<file path="src/rtl/bus_arbiter_4way_if.sv">
// Purpose : handshake/bus bundle between four requesters, the shared result
//           consumer and bus_arbiter_4way.
// Signals : req[3:0], req_data0..3   requester side (into the arbiter)
//           lock[3:0]                per-requester hold (ARB_LOCK_EN builds only)
//           out_valid, out_data      stream toward the consumer
//           out_ready                consumer accept
//           mux_sel[1:0], ack[3:0]   grant index and one-cycle transfer ack
//           busy                     arbiter is in its grant phase
// Modports: master = producers/consumer view, slave = arbiter view.
// Macro   : ARB_LOCK_EN adds the lock vector.
interface bus_arbiter_4way_if #(
    parameter int unsigned DATA_WIDTH = 32
);
    logic [3:0]            req;
    logic [DATA_WIDTH-1:0] req_data0;
    logic [DATA_WIDTH-1:0] req_data1;
    logic [DATA_WIDTH-1:0] req_data2;
    logic [DATA_WIDTH-1:0] req_data3;
`ifdef ARB_LOCK_EN
    logic [3:0]            lock;
`endif
    logic                  out_valid;
    logic [DATA_WIDTH-1:0] out_data;
    logic                  out_ready;
    logic [1:0]            mux_sel;
    logic [3:0]            ack;
    logic                  busy;

    modport master (
        output req, req_data0, req_data1, req_data2, req_data3, out_ready,
        input  out_valid, out_data, mux_sel, ack, busy
`ifdef ARB_LOCK_EN
        , output lock
`endif
    );

    modport slave (
        input  req, req_data0, req_data1, req_data2, req_data3, out_ready,
        output out_valid, out_data, mux_sel, ack, busy
`ifdef ARB_LOCK_EN
        , input lock
`endif
    );
endinterface

</file>
<file path="src/rtl/bus_arbiter_4way.sv">
// Purpose : round-robin arbiter sharing one DATA_WIDTH-bit result channel
//           between four requesters. Drives the select of a 4-way payload mux,
//           presents a valid/ready stream to the consumer and pulses a one-hot
//           ack to the winner in its transfer cycle.
// Ports   : clk   - rising-edge clock
//           reset - asynchronous, active-high
//           bus   - bus_arbiter_4way_if.slave (req/req_data*/out_ready in;
//                   out_valid/out_data/mux_sel/ack/busy out; lock in with lock)
// Params  : DATA_WIDTH (16/32/64), HOLD_LIMIT (lock builds only)
// Macro   : ARB_LOCK_EN enables per-requester lock with a bounded hold counter.
module bus_arbiter_4way #(
    parameter int unsigned DATA_WIDTH = 32
`ifdef ARB_LOCK_EN
    ,
    parameter int unsigned HOLD_LIMIT = 15
`endif
) (
    input  logic              clk,
    input  logic              reset,
    bus_arbiter_4way_if.slave bus
);
    localparam int unsigned N_REQ = 4;
    localparam int unsigned IDX_W = 2;

    typedef enum logic {
        IDLE  = 1'b0,
        GRANT = 1'b1
    } state_e;

    state_e                 state_q, state_d;
    logic [IDX_W-1:0]       ptr_q, ptr_d;
    logic [IDX_W-1:0]       sel_q, sel_d;
    logic [N_REQ-1:0]       ack_c;
    logic [IDX_W-1:0]       win_idx_c;
    logic                   win_vld_c;
    logic [DATA_WIDTH-1:0]  out_data_c;

`ifdef ARB_LOCK_EN
    localparam int unsigned HOLD_W = (HOLD_LIMIT < 1) ? 1 : $clog2(HOLD_LIMIT + 1);
    logic [HOLD_W-1:0]      hold_cnt_q, hold_cnt_d;
`endif

    // Round-robin search: scanning offsets high-to-low leaves the lowest
    // offset from ptr_q that has a request as the winner.
    always_comb begin
        win_vld_c = 1'b0;
        win_idx_c = ptr_q;
        for (int i = int'(N_REQ) - 1; i >= 0; i--) begin
            if (bus.req[IDX_W'(ptr_q + IDX_W'(i))]) begin
                win_vld_c = 1'b1;
                win_idx_c = IDX_W'(ptr_q + IDX_W'(i));
            end
        end
    end

    // Next-state and ack decode.
    always_comb begin
        state_d = state_q;
        ptr_d   = ptr_q;
        sel_d   = sel_q;
        ack_c   = '0;
`ifdef ARB_LOCK_EN
        hold_cnt_d = hold_cnt_q;
`endif
        case (state_q)
            IDLE: begin
                if (win_vld_c) begin
                    sel_d   = win_idx_c;
                    state_d = GRANT;
                end
            end
            GRANT: begin
                if (bus.out_ready) begin
                    ack_c[sel_q] = 1'b1;
`ifdef ARB_LOCK_EN
                    // Locked owner keeps the channel for back-to-back transfers
                    // until the hold budget is spent.
                    if (bus.lock[sel_q] && bus.req[sel_q] &&
                        (hold_cnt_q < HOLD_W'(HOLD_LIMIT))) begin
                        hold_cnt_d = hold_cnt_q + HOLD_W'(1);
                    end else begin
                        hold_cnt_d = '0;
                        ptr_d      = sel_q + IDX_W'(1);
                        state_d    = IDLE;
                    end
`else
                    ptr_d   = sel_q + IDX_W'(1);
                    state_d = IDLE;
`endif
                end else if (!bus.req[sel_q]) begin
                    // Requester withdrew before being served: drop the grant,
                    // leave the priority pointer where it was.
                    state_d = IDLE;
                end
            end
            default: state_d = IDLE;
        endcase
    end

    // State register.
    always_ff @(posedge clk or posedge reset) begin
        if (reset) begin
            state_q <= IDLE;
            ptr_q   <= '0;
            sel_q   <= '0;
`ifdef ARB_LOCK_EN
            hold_cnt_q <= '0;
`endif
        end else begin
            state_q <= state_d;
            ptr_q   <= ptr_d;
            sel_q   <= sel_d;
`ifdef ARB_LOCK_EN
            hold_cnt_q <= hold_cnt_d;
`endif
        end
    end

    // 4-way payload mux steered by the registered grant index.
    always_comb begin
        case (sel_q)
            2'd0:    out_data_c = bus.req_data0;
            2'd1:    out_data_c = bus.req_data1;
            2'd2:    out_data_c = bus.req_data2;
            default: out_data_c = bus.req_data3;
        endcase
    end

    assign bus.out_valid = (state_q == GRANT);
    assign bus.busy      = (state_q == GRANT);
    assign bus.mux_sel   = sel_q;
    assign bus.ack       = ack_c;
    assign bus.out_data  = out_data_c;

endmodule

</file>
<file path="src/flat_wrapper.sv">
// flat-port wrapper written by rule: the top's interface ports become plain ports
module bus_arbiter_4way_flat 
#(
    parameter int unsigned DATA_WIDTH = 32

)
  (clk, reset, bus_req, bus_req_data0, bus_req_data1, bus_req_data2, bus_req_data3, bus_out_ready, bus_out_valid, bus_out_data, bus_mux_sel, bus_ack, bus_busy);
  bus_arbiter_4way_if #(.DATA_WIDTH(DATA_WIDTH)) bus_i ();
  input  logic clk;
  input  logic reset;
  input wire logic [$bits(bus_i.req)-1:0] bus_req;
  input wire logic [$bits(bus_i.req_data0)-1:0] bus_req_data0;
  input wire logic [$bits(bus_i.req_data1)-1:0] bus_req_data1;
  input wire logic [$bits(bus_i.req_data2)-1:0] bus_req_data2;
  input wire logic [$bits(bus_i.req_data3)-1:0] bus_req_data3;
  input wire logic [$bits(bus_i.out_ready)-1:0] bus_out_ready;
  output wire logic [$bits(bus_i.out_valid)-1:0] bus_out_valid;
  output wire logic [$bits(bus_i.out_data)-1:0] bus_out_data;
  output wire logic [$bits(bus_i.mux_sel)-1:0] bus_mux_sel;
  output wire logic [$bits(bus_i.ack)-1:0] bus_ack;
  output wire logic [$bits(bus_i.busy)-1:0] bus_busy;
  assign bus_i.req = bus_req;
  assign bus_i.req_data0 = bus_req_data0;
  assign bus_i.req_data1 = bus_req_data1;
  assign bus_i.req_data2 = bus_req_data2;
  assign bus_i.req_data3 = bus_req_data3;
  assign bus_i.out_ready = bus_out_ready;
  assign bus_out_valid = bus_i.out_valid;
  assign bus_out_data = bus_i.out_data;
  assign bus_mux_sel = bus_i.mux_sel;
  assign bus_ack = bus_i.ack;
  assign bus_busy = bus_i.busy;
  bus_arbiter_4way #(.DATA_WIDTH(DATA_WIDTH)) u_core (.clk(clk), .reset(reset), .bus(bus_i));
endmodule
</file>
<file path="config.mk">
export PLATFORM = sky130hd
export DESIGN_NAME = bus_arbiter_4way_flat
export DESIGN_NICKNAME = d
export VERILOG_FILES = /design/src/rtl/bus_arbiter_4way_if.sv /design/src/rtl/bus_arbiter_4way.sv /design/src/flat_wrapper.sv
export SDC_FILE = /design/constraint.sdc
export NUM_CORES = 1
export LEC_CHECK = 0
export ABC_AREA = 1
export CAP_MARGIN = 20
export CORE_AREA = 2 2 66 83
export DETAILED_ROUTE_END_ITERATION = 10
export DIE_AREA = 0 0 68 85
export PLACE_DENSITY = 0.82
export SLEW_MARGIN = 15
export SYNTH_ARGS = -nofsm -noshare
export SYNTH_HDL_FRONTEND = slang
export SYNTH_SLANG_ARGS = --single-unit
</file>
<file path="constraint.sdc">
create_clock -name clk -period 3.9 [get_ports clk]
set_input_delay 1.17 -clock clk [delete_from_list [all_inputs] [get_ports clk]]
set_output_delay 1.17 -clock clk [all_outputs]
set_load 0.005 [all_outputs]
</file>
# Word level (Yosys, flattened, before mapping)
# Index checks and enable logic that the tools add are counted.
# op_classes
addsub	4
order_cmp	6
n_eq_ne	2
n_mux	27
bitwise	1
n_reduce_logical	4
# ops
operator	n
one-hot mux 32 bit (3 select lines)	1
< comparator 2 x 3 -> 1 bit (second input constant)	5
two-way mux 1 bit	13
binary-select mux 1 bit (select 2 bit)	5
two-way mux 2 bit	4
two-way mux 4 bit	2
adder 2 x 1 -> 2 bit (second input constant)	2
adder 2 bit (second input constant)	2
AND reduction 2 bit	2
demux 1 bit (select 2 bit)	1
== test 2 x 1 -> 1 bit (second input constant)	1
== test 2 bit (second input constant)	1
greater-or-equal comparator 2 x 1 -> 1 bit (second input constant)	1
logical NOT 2 bit	1
one-hot mux 1 bit (2 select lines)	1
logical AND 1 bit	1
inverter 1 bit	1
# totals
register_bits	5
in_bits	135
output_inout_bits	40
wordCells	47

# Longest topological paths before layout
# Gate-level depths: netlist of run 1.
# logic_depth
depth_word	9
mapped_depth	11
ltp_nobuf	11

# Worst setup path before layout of run 1
# Ideal clock, no wire load.
# synth_path
path_kind	input -> output
start	in bus_req_data1[0]
end	out bus_out_data[0]
arrival_time_ns	1.561
required_ns	2.730
slack_ns	1.169
stages	3
n_path_buf	0
path_cell_list	a22o_1 -> a21oi_1 -> o21ai_0
# synth_between
elab_chain_cells	1
# synth_lines
item	line_no	text
from (decl)	flat_wrapper.sv:13	input wire logic [$bits(bus_i.req_data1)-1:0] bus_req_data1;
one-hot mux 32 bit (3 select lines)	bus_arbiter_4way.sv:121	case (sel_q)
to (decl)	flat_wrapper.sv:18	output wire logic [$bits(bus_i.out_data)-1:0] bus_out_data;
# Every way passes these cells.

# Worst setup path in the final report of run 1
# layout_path
start	in bus_req_data1[30]
end	out bus_out_data[30]
# Same word-level chain as after synthesis.

==> results of run 1 <==
worst max-delay path: stages:
cell and delay, ns:
clkdlybuf4s50_1 0.46, a22o_1 0.14, a21oi_1 0.04, o21ai_0 0.20
clkdlybuf4s50_1 0.57
area by class of cell:
cell class	instances	area [um2]
Sequential cell	5	125
Inverter	18	67.6
Tap cell	62	77.6
Clock buffer	4	45.0
Fill cell	468	1790
Multi-Input combinational cell	202	1110
Timing Repair Buffer	179	1790
power groups by stage:
| stage | logic [W] | clock network [W] | registers [W] |
|---|---|---|---|
| global placement | 0.00169 | 0 | 0.000140 |
| detailed placement | 0.00172 | 0 | 0.000141 |
| floorplan | 0.000896 | 0 | 0.000117 |
| CTS | 0.00172 | 0.000102 | 0.000141 |
| global route | 0.00189 | 0.000104 | 0.000149 |
| finish | 0.00172 | 0.0000989 | 0.000141 |
final timing paths:
| kind | slack [ns] | to | cells past startpoint |
|---|---|---|---|
| min in group asynchronous | 1.14 | u_core.bus.mux_sel[0] | 2 |
| max | 0.15 | bus_out_data[30] | 5 |
| min reg2reg | 0.56 | u_core.bus.busy | 2 |
| max reg2reg | 2.26 | u_core.bus.mux_sel[1] | 11 |
| max in group asynchronous | 2.59 | u_core.ptr_q[1] | 2 |
| min | 0.56 | u_core.bus.busy | 2 |
stage by stage:
stage                     std cells  worst slack, ns  instance area, um2  power [W]
after floorplan                 246             1.17                1400    0.00101
after global placement          466            0.172                3170    0.00183
after detailed placement        466            0.143                3170    0.00186
after CTS                       470            0.144                3220    0.00197
after global routing            470           0.0759                3220    0.00214
final                           470            0.147                3220    0.00196
cell usage in the layout (no fill, tap or decap), types with 4 or more instances in the layout:
cell type,n
a21oi_1,36
buf_4,4
nand3_1,5
a22o_1,32
nor2_1,8
dfrtp_1,5
clkdlybuf4s50_1,174
ha_1,4
inv_1,15
nand2_1,61
nand2_2,13
o21ai_0,35
logic make-up (layout without fill, tap and decap cells):
| family | after synthesis | after routing | synth area share |
|---|---|---|---|
| AO/OA/AOI/OAI | 106 | 106 | 0.466 |
| flip-flops | 5 | 5 | 0.0894 |
| buffers and inverters | 39 | 201 | 0.118 |
| adder cells (fa/ha/maj) | 5 | 5 | 0.0447 |
| AND/OR/NAND/NOR | 91 | 91 | 0.282 |
registers in the layout, indices dropped and copies added, names as in the netlist:
register / cells
u_core.bus.mux_sel: 2
u_core.ptr_q: 2
u_core.bus.busy: 1
routing by layer:
layer	vias up	wire length, um
met3	15	775
li1	1173	-
met2	114	3580
met1	992	2770
met5	-	0
met4	0	189
==> flow_metrics.tcl, run 1 <==
set metrics [dict create \
    slew_headroom 0.637 \
    grt_pass1_wl_mm 10.7 \
    p_seq_frac 0.072 \
    final_antenna_net_count 0 \
    start_util 0.279 \
    diodes 0 \
    slew_violations 0 \
    first_pass_iters 4 \
    yosysMostFrequentCell "nand2_1" \
    yosysTopAreaCell "a22o_1" \
    yosys.area.top_type_share 0.200 \
    synth.area.top_cells "a22o_1 20%, nand2_1 16%, a21oi_1 13%" \
    grt.overflow.total 0 \
    grt_pass1_vias 2249 \
    grt_most_used_layer "met2" \
    routabilityCongestion 0.839 \
    cts_hold_buf 0 \
    crit_type "in -> out" \
    io_pins 175 \
    dpl.hpwl_mm 5.95 \
    drc_errors 0 \
    hold_slack_ns 0.562 \
    max_cap_viol_count 0 \
    powerDensity_mw_per_mm2 609 \
    hp-class "reg -> reg" \
    synth_cells 246 \
    synthTopCellsByCount "61 x nand2_1, 36 x a21oi_1, 35 x o21ai_0" \
    synth_area_mm2 0.00140 \
    core_region_area_mm2 0.00501 \
    cts-root-buf "clkbuf_8" \
    cts_num_sinks 5 \
    synth_flop_cell "dfrtp_1" \
    finalCritPeriodShare 0.962 \
    syn_avg_cell_area_um2 5.69 \
    htreeDepth 1 \
    critPathMaxFanout 1 \
    switchingPower_w 0.000884 \
    numCtsBuffers 3 \
    postCtsSetupBuffers 0 \
    gr-usage-met1 0.268 \
    grt_antenna_before_repair 0 \
    track_usage 0.235 \
    fp.dieArea_mm2 0.00578 \
    route.vias.total 2294 \
    pwr-share-comb 0.878 \
    final.setup.tns_ns 0 \
    synth-edff-count 0 \
    crit_start "bus_req_data1[30]" \
    clk_latency_ns 0.23 \
    die_x_um 68 \
    die_y_um 85 \
    required_ns 2.73 \
    final_hold_viol_count 0 \
    rsz0062_at_grt "no" \
    drive_gt1_frac 0.0686 \
    drt_iter0_markers 102 \
    synthArstFlopShare 1.00 \
    cp-end-kind "primary output" \
    ys_types 21 \
    io_buffers 174 \
    ir_worst_vdd_v 0.000563 \
    outcome "complete, no violations" \
    ys_seq_elements 5 \
    routedWlPerCell_um 15.6 \
    clock_path_buffers 2 \
    use_met2 0.417 \
    fmax_mhz 266 \
    synth_warnings 0 \
    period_needed_ns 3.75 \
    cts_resized 0 \
    p_int_w 0.00108 \
    synth-seq-area-share 0.0894 \
    use_met3 0.0610 \
    worstSetupStartpointType "input port" \
    avgViaCountPerCell 4.88 \
    placementRows 29 \
    leakage_nw 1.33 \
    p_sw_frac 0.451 \
    postLayoutCoreUtil 0.643 \
    worstHoldStart "u_core.bus.busy" \
    syn_nets 386 \
    arrival_ns 2.58 \
    drt-total-wl_mm 7.32 \
    finalClockSkew_ns 0.00273 \
    pwr-share-clk 0.050 \
    layout.nets 549 \
    finalSetupViolCount 0 \
    cts_tree "built" \
    worst_pin_slew_ns 0.545 \
    grt_max_degree 34 \
    areaGrowthSynthToFinish_pct 130 \
    r2r_start "u_core.ptr_q[0]" \
    path_clk_slew_ns 0.04 \
]
Power figures use the tool's default switching activity.
==> run 2, diff against run 1 <==
Settings changed: SLEW_MARGIN 15 to 20.
==> results of run 2 <==
The final DEF is identical to that of run 1; final timing and power are the same.
